===== config.mk =====
export PLATFORM = sky130hd
export DESIGN_NAME = cle_pin_serializer
export DESIGN_NICKNAME = d
export VERILOG_FILES = /design/src/rtl/cle_pin_serializer.sv
export SDC_FILE = /design/constraint.sdc
export NUM_CORES = 1
export LEC_CHECK = 0
export BUFFER_PORTS_ARGS = -buffer_cell sky130_fd_sc_hd__clkbuf_2
export CAP_MARGIN = 20
export CORE_UTILIZATION = 35
export DETAILED_ROUTE_END_ITERATION = 12
export PLACE_DENSITY = 0.63
export SYNTH_ARGS = -nofsm -noshare
export SYNTH_HDL_FRONTEND = slang
export SYNTH_SLANG_ARGS = --single-unit

===== constraint.sdc =====
create_clock -name clk -period 2.5 [get_ports clk]
set_input_delay 0.25 -clock clk [delete_from_list [all_inputs] [get_ports clk]]
set_output_delay 0.25 -clock clk [all_outputs]
set_load 0.01 [all_outputs]

===== src/rtl/cle_pin_serializer.sv =====
// cle_pin_serializer
//   Pin-reduction front end for the CLE labeling core. A single parallel memory
//   request (ROM read, SRAM read or SRAM write) is accepted at a time. It is sent
//   off-chip as 1-bit serial frames, MSB first. Dtype_o names the stream that is
//   active in each cycle. An SRAM write ends with a one-cycle active-low
//   sram_wen_o pulse. A read ends with a one-cycle rsp_valid pulse, and the
//   captured data is returned on rsp_data. Every output is registered.
//
// Ports
//   clk, reset          clock (posedge) and synchronous active-high reset
//   req_valid/req_ready request handshake; req_ready is high only while idle
//   req_type            1=ROM read, 2=SRAM read, 3=SRAM write, 0=dropped
//   req_addr, req_data  request address (ROM uses the low ROM_AW bits) and write data
//   rsp_valid, rsp_data read response pulse and captured data (held until next read)
//   rom_q_o, sram_q_o   read-back pins from the external ROM / SRAM
//   rom_a_o, sram_a_o   serial ROM / SRAM address streams
//   sram_d_o            serial SRAM write-data stream
//   sram_wen_o          SRAM write enable, active low
//   Dtype_o             active stream: 0=idle, 1=rom_a, 2=sram_a, 3=sram_d
module cle_pin_serializer #(
  parameter int unsigned ROM_AW   = 7,
  parameter int unsigned SRAM_AW  = 10,
  parameter int unsigned DW       = 8,
  parameter int unsigned SQW      = 7,
  parameter int unsigned PAD_BITS = 2,
  parameter int unsigned RD_WAIT  = 2
) (
  input  logic               clk,
  input  logic               reset,
  input  logic               req_valid,
  output logic               req_ready,
  input  logic [1:0]         req_type,
  input  logic [SRAM_AW-1:0] req_addr,
  input  logic [DW-1:0]      req_data,
  output logic               rsp_valid,
  output logic [DW-1:0]      rsp_data,
  input  logic [DW-1:0]      rom_q_o,
  input  logic [SQW-1:0]     sram_q_o,
  output logic               rom_a_o,
  output logic               sram_a_o,
  output logic               sram_d_o,
  output logic               sram_wen_o,
  output logic [1:0]         Dtype_o
);

  localparam int unsigned MAXN = (SRAM_AW > DW) ? SRAM_AW : DW;
  localparam int unsigned CW   = $clog2(MAXN + 1);

  localparam logic [1:0] T_ROM  = 2'd1;
  localparam logic [1:0] T_SRD  = 2'd2;
  localparam logic [1:0] T_WR   = 2'd3;

  localparam logic [1:0] D_IDLE = 2'd0;
  localparam logic [1:0] D_ROM  = 2'd1;
  localparam logic [1:0] D_SRAM = 2'd2;
  localparam logic [1:0] D_DATA = 2'd3;

  typedef enum logic [2:0] {
    S_IDLE, S_SH_DATA, S_SH_ADDR, S_PAD, S_WAIT, S_WRITE, S_CAPT
  } state_t;

  state_t              r_state;
  state_t              w_state_nxt;
  logic [CW-1:0]       r_cnt;
  logic [CW-1:0]       w_cnt_nxt;

  // Latched request; the address and data registers double as shift registers
  // whose MSB is always the next serial bit.
  logic [1:0]          r_type;
  logic [SRAM_AW-1:0]  r_addr;
  logic [DW-1:0]       r_data;

  logic                r_ready;
  logic                r_rsp_valid;
  logic [DW-1:0]       r_rsp_data;
  logic                r_rom_a;
  logic                r_sram_a;
  logic                r_sram_d;
  logic                r_wen;
  logic [1:0]          r_dtype;

  logic                w_is_rom;
  logic                w_is_wr;
  logic                w_accept;
  logic                w_shift_d;
  logic                w_shift_a;
  logic                w_capture;
  logic [1:0]          w_dtype_nxt;
  logic                w_rom_a_nxt;
  logic                w_sram_a_nxt;
  logic                w_sram_d_nxt;
  logic                w_wen_nxt;
  logic                w_rsp_valid_nxt;

  assign w_is_rom = (r_type == T_ROM);
  assign w_is_wr  = (r_type == T_WR);

  // The pin values computed here are the ones that appear after the next edge,
  // so every output is a flop, and each frame starts one cycle after accept.
  always_comb begin
    w_state_nxt     = r_state;
    w_cnt_nxt       = r_cnt + CW'(1);
    w_accept        = 1'b0;
    w_shift_d       = 1'b0;
    w_shift_a       = 1'b0;
    w_capture       = 1'b0;
    w_dtype_nxt     = D_IDLE;
    w_rom_a_nxt     = 1'b0;
    w_sram_a_nxt    = 1'b0;
    w_sram_d_nxt    = 1'b0;
    w_wen_nxt       = 1'b1;
    w_rsp_valid_nxt = 1'b0;
    case (r_state)
      S_IDLE: begin
        w_cnt_nxt = '0;
        if (r_ready && req_valid) begin
          w_accept = 1'b1;
          case (req_type)
            T_WR:         w_state_nxt = S_SH_DATA;
            T_ROM, T_SRD: w_state_nxt = S_SH_ADDR;
            default:      w_state_nxt = S_IDLE;  // type 0 is swallowed
          endcase
        end
      end
      S_SH_DATA: begin
        w_dtype_nxt  = D_DATA;
        w_sram_d_nxt = r_data[DW-1];
        w_shift_d    = 1'b1;
        if (r_cnt == CW'(DW - 1)) begin
          w_state_nxt = S_SH_ADDR;
          w_cnt_nxt   = '0;
        end
      end
      S_SH_ADDR: begin
        w_shift_a = 1'b1;
        if (w_is_rom) begin
          w_dtype_nxt = D_ROM;
          w_rom_a_nxt = r_addr[SRAM_AW-1];
          if (r_cnt == CW'(ROM_AW - 1)) begin
            w_state_nxt = S_WAIT;
            w_cnt_nxt   = '0;
          end
        end else begin
          w_dtype_nxt  = D_SRAM;
          w_sram_a_nxt = r_addr[SRAM_AW-1];
          if (r_cnt == CW'(SRAM_AW - 1)) begin
            w_state_nxt = S_PAD;
            w_cnt_nxt   = '0;
          end
        end
      end
      S_PAD: begin
        // Keeps Dtype at 2 with zero data so the SRAM frame is one contiguous run.
        w_dtype_nxt = D_SRAM;
        if (r_cnt == CW'(PAD_BITS - 1)) begin
          w_state_nxt = S_WAIT;
          w_cnt_nxt   = '0;
        end
      end
      S_WAIT: begin
        // Dtype back to 0 so the external shift counter sees a frame boundary.
        if (r_cnt == CW'(RD_WAIT - 1)) begin
          w_state_nxt = w_is_wr ? S_WRITE : S_CAPT;
          w_cnt_nxt   = '0;
        end
      end
      S_WRITE: begin
        w_wen_nxt   = 1'b0;
        w_state_nxt = S_IDLE;
        w_cnt_nxt   = '0;
      end
      S_CAPT: begin
        w_rsp_valid_nxt = 1'b1;
        w_capture       = 1'b1;
        w_state_nxt     = S_IDLE;
        w_cnt_nxt       = '0;
      end
      default: begin
        w_state_nxt = S_IDLE;
        w_cnt_nxt   = '0;
      end
    endcase
  end

  always_ff @(posedge clk) begin
    if (reset) begin
      r_state     <= S_IDLE;
      r_cnt       <= '0;
      r_ready     <= 1'b1;
      r_rsp_valid <= 1'b0;
      r_rsp_data  <= '0;
      r_rom_a     <= 1'b0;
      r_sram_a    <= 1'b0;
      r_sram_d    <= 1'b0;
      r_wen       <= 1'b1;
      r_dtype     <= D_IDLE;
    end else begin
      r_state     <= w_state_nxt;
      r_cnt       <= w_cnt_nxt;
      // Ready rises one cycle after the closing pulse, not together with it.
      r_ready     <= (r_state == S_IDLE) && (w_state_nxt == S_IDLE);
      r_rsp_valid <= w_rsp_valid_nxt;
      r_rom_a     <= w_rom_a_nxt;
      r_sram_a    <= w_sram_a_nxt;
      r_sram_d    <= w_sram_d_nxt;
      r_wen       <= w_wen_nxt;
      r_dtype     <= w_dtype_nxt;
      if (w_capture) begin
        r_rsp_data <= w_is_rom ? rom_q_o : {{(DW - SQW){1'b0}}, sram_q_o};
      end
    end
  end

  always_ff @(posedge clk) begin
    if (w_accept) begin
      r_type <= req_type;
      // ROM addresses are left-aligned so both address streams shift out of the MSB.
      r_addr <= (req_type == T_ROM) ?
                {req_addr[ROM_AW-1:0], {(SRAM_AW - ROM_AW){1'b0}}} : req_addr;
      r_data <= req_data;
    end else begin
      if (w_shift_d) r_data <= {r_data[DW-2:0], 1'b0};
      if (w_shift_a) r_addr <= {r_addr[SRAM_AW-2:0], 1'b0};
    end
  end

  assign req_ready  = r_ready;
  assign rsp_valid  = r_rsp_valid;
  assign rsp_data   = r_rsp_data;
  assign rom_a_o    = r_rom_a;
  assign sram_a_o   = r_sram_a;
  assign sram_d_o   = r_sram_d;
  assign sram_wen_o = r_wen;
  assign Dtype_o    = r_dtype;

endmodule


# --- Word-level counts from Yosys, hierarchy flattened ---
# Cells that the tools add are included.
totals:
  register_bits: 43
  input_bits: 38
  output_inout_bits: 16
  wordCells: 73
op_classes:
  n_addsub: 1
  n_eq_ne: 15
  muxes: 30
  bitwise: 3
  n_reduce_logical: 11
op_table:
  columns: ["op", "n"]
  rows:
  - ["two-way mux 10 bit", 3]
  - ["two-way mux 8 bit", 3]
  - ["two-way mux 3 bit", 7]
  - ["two-way mux 4 bit", 5]
  - ["one-hot mux 3 bit (5 select lines)", 1]
  - ["one-hot mux 4 bit (3 select lines)", 1]
  - ["equality test 3 bit, second input constant", 3]
  - ["equality test 4 x 3 -> 1 bit, second input constant", 2]
  - ["equality test 2 bit, second input constant", 3]
  - ["equality test 3 x 2 -> 1 bit, second input constant", 2]
  - ["zero test 3 bit", 2]
  - ["two-way mux 1 bit", 6]
  - ["one-hot mux 2 bit (3 select lines)", 1]
  - ["OR reduction 2 bit", 3]
  - ["OR reduction 3 bit", 2]
  - ["adder 4 x 1 -> 4 bit, second input constant", 1]
  - ["equality test 2 x 1 -> 1 bit, second input constant", 2]
  - ["equality test 4 x 1 -> 1 bit, second input constant", 1]
  - ["equality test 4 bit, second input constant", 1]
  - ["two-way mux 2 bit", 2]
  - ["one-hot mux 2 bit (2 select lines)", 1]
  - ["nonzero test 2 bit", 2]
  - ["equality test 3 x 1 -> 1 bit, second input constant", 1]
  - ["inverter 1 bit", 3]
  - ["logical AND 1 bit", 2]

# --- Depth between registers and ports, before layout ---
depth:
  ltp_word: 7
  ltp_mapped: 7
  ltp_nobuf: 6

# --- Worst setup path before layout ---
# No wires, ideal clock.
synth_path:
  path_kind: "register to register"
  startpoint: "reg r_state[1]"
  endpoint: "reg r_addr[0] (enable)"
  setup_ns: 0.391
  arrival_time_ns: 1.462
  t_required_ns: 2.109
  slack_ns: 0.647
  path_stages_with_launch: 4
  path_buffers: 1
  period_less_slack_ns: 1.853
  cell_sequence: "dfxtp_1 > buf_4 > or2b_1 > o21ai_0"
synth_via:
  elab_chain_cells: 3
  elab_cells_between_ends: 5
  cone_classes: "1 x eq/ne; 2 x mux; 2 x reduce/logical"
synth_lines:
  columns: ["item", "line", "text"]
  rows:
  - ["start, declared", "62", "state_t r_state;"]
  - ["start signal, assigned", "198", "r_state <= w_state_nxt;"]
  - ["equality test 3 x 2 -> 1 bit / zero test 3 bit (equally long branches)", "113", "case (r_state)"]
  - ["two-way mux 1 bit", "113", null]
  - ["nonzero test 2 bit (no line) *", null, null]
  - ["end signal, assigned", "218", "r_addr <= (req_type == T_ROM) ?"]
  - ["end signal, assigned", "223", "if (w_shift_a) r_addr <= {r_addr[SRAM_AW-2:0], 1'b0};"]
  - ["end, declared", "70", "logic [SRAM_AW-1:0] r_addr;"]
# Mark *: on every way between the ends. The rest lies on a longest branch, timed or not.
# A chain may end at the register's enable or synchronous reset.

# --- Final worst setup path ---
layout_path:
  startpoint: "reg r_state[0]"
  endpoint: "reg r_data[2] (enable)"
layout_via:
  elab_chain_cells: 3
  elab_cells_between_ends: 5
  cone_classes: "1 x eq/ne; 2 x mux; 2 x reduce/logical"
layout_lines:
  columns: ["item", "line", "text"]
  rows:
  - ["equality test 3 x 1 -> 1 bit / zero test 3 bit (equally long branches)", "113", null]
  - ["two-way mux 1 bit", "113", null]
  - ["nonzero test 2 bit (no line) *", null, null]
  - ["end signal, assigned", "220", "r_data <= req_data;"]
  - ["end signal, assigned", "222", "if (w_shift_d) r_data <= {r_data[DW-2:0], 1'b0};"]
  - ["end, declared", "71", "logic [DW-1:0] r_data;"]
# Marks and branches as above.

==> results.sh <==
export IMPL_period_minus_slack_ns=1.686
export IMPL_fp_dieW_um=79.68
export IMPL_worstSetupPathType="reg -> reg"
export IMPL_syn_cell_area_um2=2112
export IMPL_totalWireLength_um=4150
export IMPL_route_detailed_drc=0
export IMPL_timing_final_ws_setup_ns=0.8145
export IMPL_grt_overflow=0
export IMPL_synth_area_per_cell_um2=9.916
export IMPL_avgViaCountPerCell=4.836
export IMPL_synth_adder_area_share_pct=2.962
export IMPL_start_util_pct=37.21
export IMPL_synth_area_leaders="edfxtp_1, dfxtp_1, nand2_1"
export IMPL_post_drt_wl_per_cell_um=12.35
export IMPL_hold_path_class="in -> reg"
export IMPL_ys_types=47
export IMPL_yosys_area_share_simple_pct=24.94
export IMPL_antenna_cells=0
export IMPL_clk_latency_ns=0.29
export IMPL_outcome="finished clean"
export IMPL_core_area_um2=5675
export IMPL_ant_nets=0
export IMPL_firstDrtPassIters=4
export IMPL_arrival_ns=1.65
export IMPL_synth_top_family_by_area="simple AND/OR/NAND/NOR gates"
export IMPL_io_pins=54
export IMPL_fin_nets=306
export IMPL_pre_cts_ws_ns=0.8294
export IMPL_htree_levels=2
export IMPL_root_buffer="clkbuf_8"
export IMPL_p_per_area_nw_per_um2=684.4
export IMPL_worst_slew_pin_slew_ns=0.5010
export IMPL_startpoint_type="register"
export IMPL_whs_ns=0.1710
export IMPL_finalSetupViolations=0
export IMPL_rows=27
export IMPL_place_area_um2=2402
export IMPL_clock_path_buffers=2
export IMPL_ys_seq_area_share_pct=50.24
export IMPL_ir_drop_v=0.0004142
export IMPL_area_growth_pct=18.84
export IMPL_multi_input_comb_area_um2=944.7
export IMPL_worstPathRequired_ns=2.47
export IMPL_postLayoutCellArea_um2=2510
export IMPL_grt_max_degree=28
export IMPL_power_leakage_nw=1.060
export IMPL_cts_sinks=43
export IMPL_cts_made_buffers=5
export IMPL_synth_top_area_cell="edfxtp_1"
export IMPL_fmax_ghz=0.5933
export IMPL_die_area_um2=6349
export IMPL_fin_tns_setup_ns=0
export IMPL_period_share_pct=67.42
export IMPL_cap_viol_max_count=0
export IMPL_clock_skew_ns=0.01022
export IMPL_place_inst=328
export IMPL_synth_compound_area_share_pct=12.14
export IMPL_hold_buffers=0
export IMPL_end_kind="register"
export IMPL_io_buffers=53
export IMPL_gp_congestion=0.7590
export IMPL_synth_seq_cells=43
export IMPL_path_clk_slew_ns=0.09
export IMPL_first_global_vias=1531
export IMPL_rsz0062_at_grt="false"
export IMPL_maxSlewHeadroom_pct=66.34
export IMPL_dp_hpwl_um=3002
export IMPL_nFillCells=575
export IMPL_die_height_um=79.68
export IMPL_post_cts_repair_setup_buffers=0
export IMPL_instances_no_fill=336
export IMPL_antenna_found_initial=0
export IMPL_grt_pass1_wl_um=6775
export IMPL_yosysWarnings=0
export IMPL_synthXorXnorAreaFrac_pct=0.8294
export IMPL_crit_fanout=13
export IMPL_synth_top_area_share_pct=28.44
export IMPL_maxSlewViolCount=0
export IMPL_synthCells=213
export IMPL_drive_gt1_share_pct=29.55
export IMPL_cts_tree="built"
export IMPL_drt_iter0_drc=87
export IMPL_synthMuxAreaShare_pct=3.851
export IMPL_grt_total_usage_pct=13.89
export IMPL_via_count=1625
export IMPL_synth_nets=256
export IMPL_final_core_util_pct=44.22
export IMPL_finalHoldViolCount=0
export IMPL_p_total_mw=1.718
export IMPL_ctsResizeCount=0
export IMPL_seq_area_um2=1061
## logic make-up (layout without fill, tap and decap cells)
logic type,count (synthesis),count (layout)
fa+ha+maj,5,5
buf+inv,18,69
xor+xnor,2,2
flops,43,43
compound gates,35,35
simple gates,102,102
mux,8,8
## cell usage in the layout, fill, tap and decap left out, types with 3 or more instances in the layout
cell,Yosys,layout
clkbuf_8,2,5
nand3b_1,8,8
o21ai_0,9,9
nand2_1,54,54
ha_1,5,5
mux2i_1,7,7
edfxtp_1,20,20
nor3_1,3,3
dfxtp_1,23,23
inv_1,5,5
a311oi_1,7,7
clkbuf_2,0,53
buf_4,2,3
a21oi_1,7,7
nor2_1,17,17
## worst max-delay path, stage by stage, from the launching register on
cell     delay (ns)
dfxtp_1        0.60
or3b_4         0.47
nand2_1        0.30
## Yosys cell counts (all sizes together)
cell,number
a211oi,2
a21o,1
a21oi,8
a221oi,1
a311oi,7
a41o,1
a41oi,1
and2,2
and2b,2
and3,1
and3b,1
buf,6
clkbuf,7
dfxtp,23
edfxtp,20
ha,5
inv,5
mux2,1
mux2i,7
nand2,54
nand2b,2
nand3,3
nand3b,8
nor2,17
nor2b,1
nor3,4
nor3b,3
o211a,1
o21a,1
o21ai,10
o221a,1
o22ai,1
or2b,1
or3,1
or3b,2
xnor2,1
xor2,1
## power by group
part           leakage (nW)  total, mW  internal (mW)  switching [mW]
Combinational         0.624      0.296          0.121           0.175
Sequential            0.380      0.896          0.857          0.0389
Clock                0.0556      0.526          0.293           0.233
Total                  1.06       1.72           1.27           0.447
## layout make-up
cell class	count	area share, %
Multi-Input combinational cell	152	37.64
Sequential cell	43	42.27
Clock buffer	5	2.742
Tap cell	72	3.589
Timing Repair Buffer	56	11.47
Inverter	5	0.7478
Clock inverter	3	1.545
## routing by layer
layer | global-route usage (%) | up-vias | routed length, um
met1 | 16.28 | 744 | 1987
met5 | 0 | - | 0
li1 | - | 843 | -
met3 | 4.000 | 5 | 174
met2 | 23.93 | 33 | 1937
met4 | 4.909 | 0 | 50
## final timing paths
| path | startpoint | end | slack, ns | cells after the start |
|---|---|---|---|---|
| setup / recovery | r_state[0] | r_data[2] | 0.81 | 2 |
| setup reg to reg | r_state[0] | r_data[2] | 0.81 | 2 |
| hold / removal | req_type[1] | r_type[1] | 0.17 | 1 |
| hold reg to reg | rsp_data[7] | rsp_data[7] | 0.46 | 2 |
## registers in the layout (all words and copies together) (netlist names)
| signal | cells |
|---|---|
| Dtype_o | 2 |
| r_addr | 10 |
| r_cnt | 4 |
| r_data | 8 |
| r_state | 3 |
| r_type | 2 |
| req_ready | 1 |
| rom_a_o | 1 |
| rsp_data | 8 |
| rsp_valid | 1 |
| sram_a_o | 1 |
| sram_d_o | 1 |
| sram_wen_o | 1 |
Note: power is estimated with default switching activity, not from simulation.
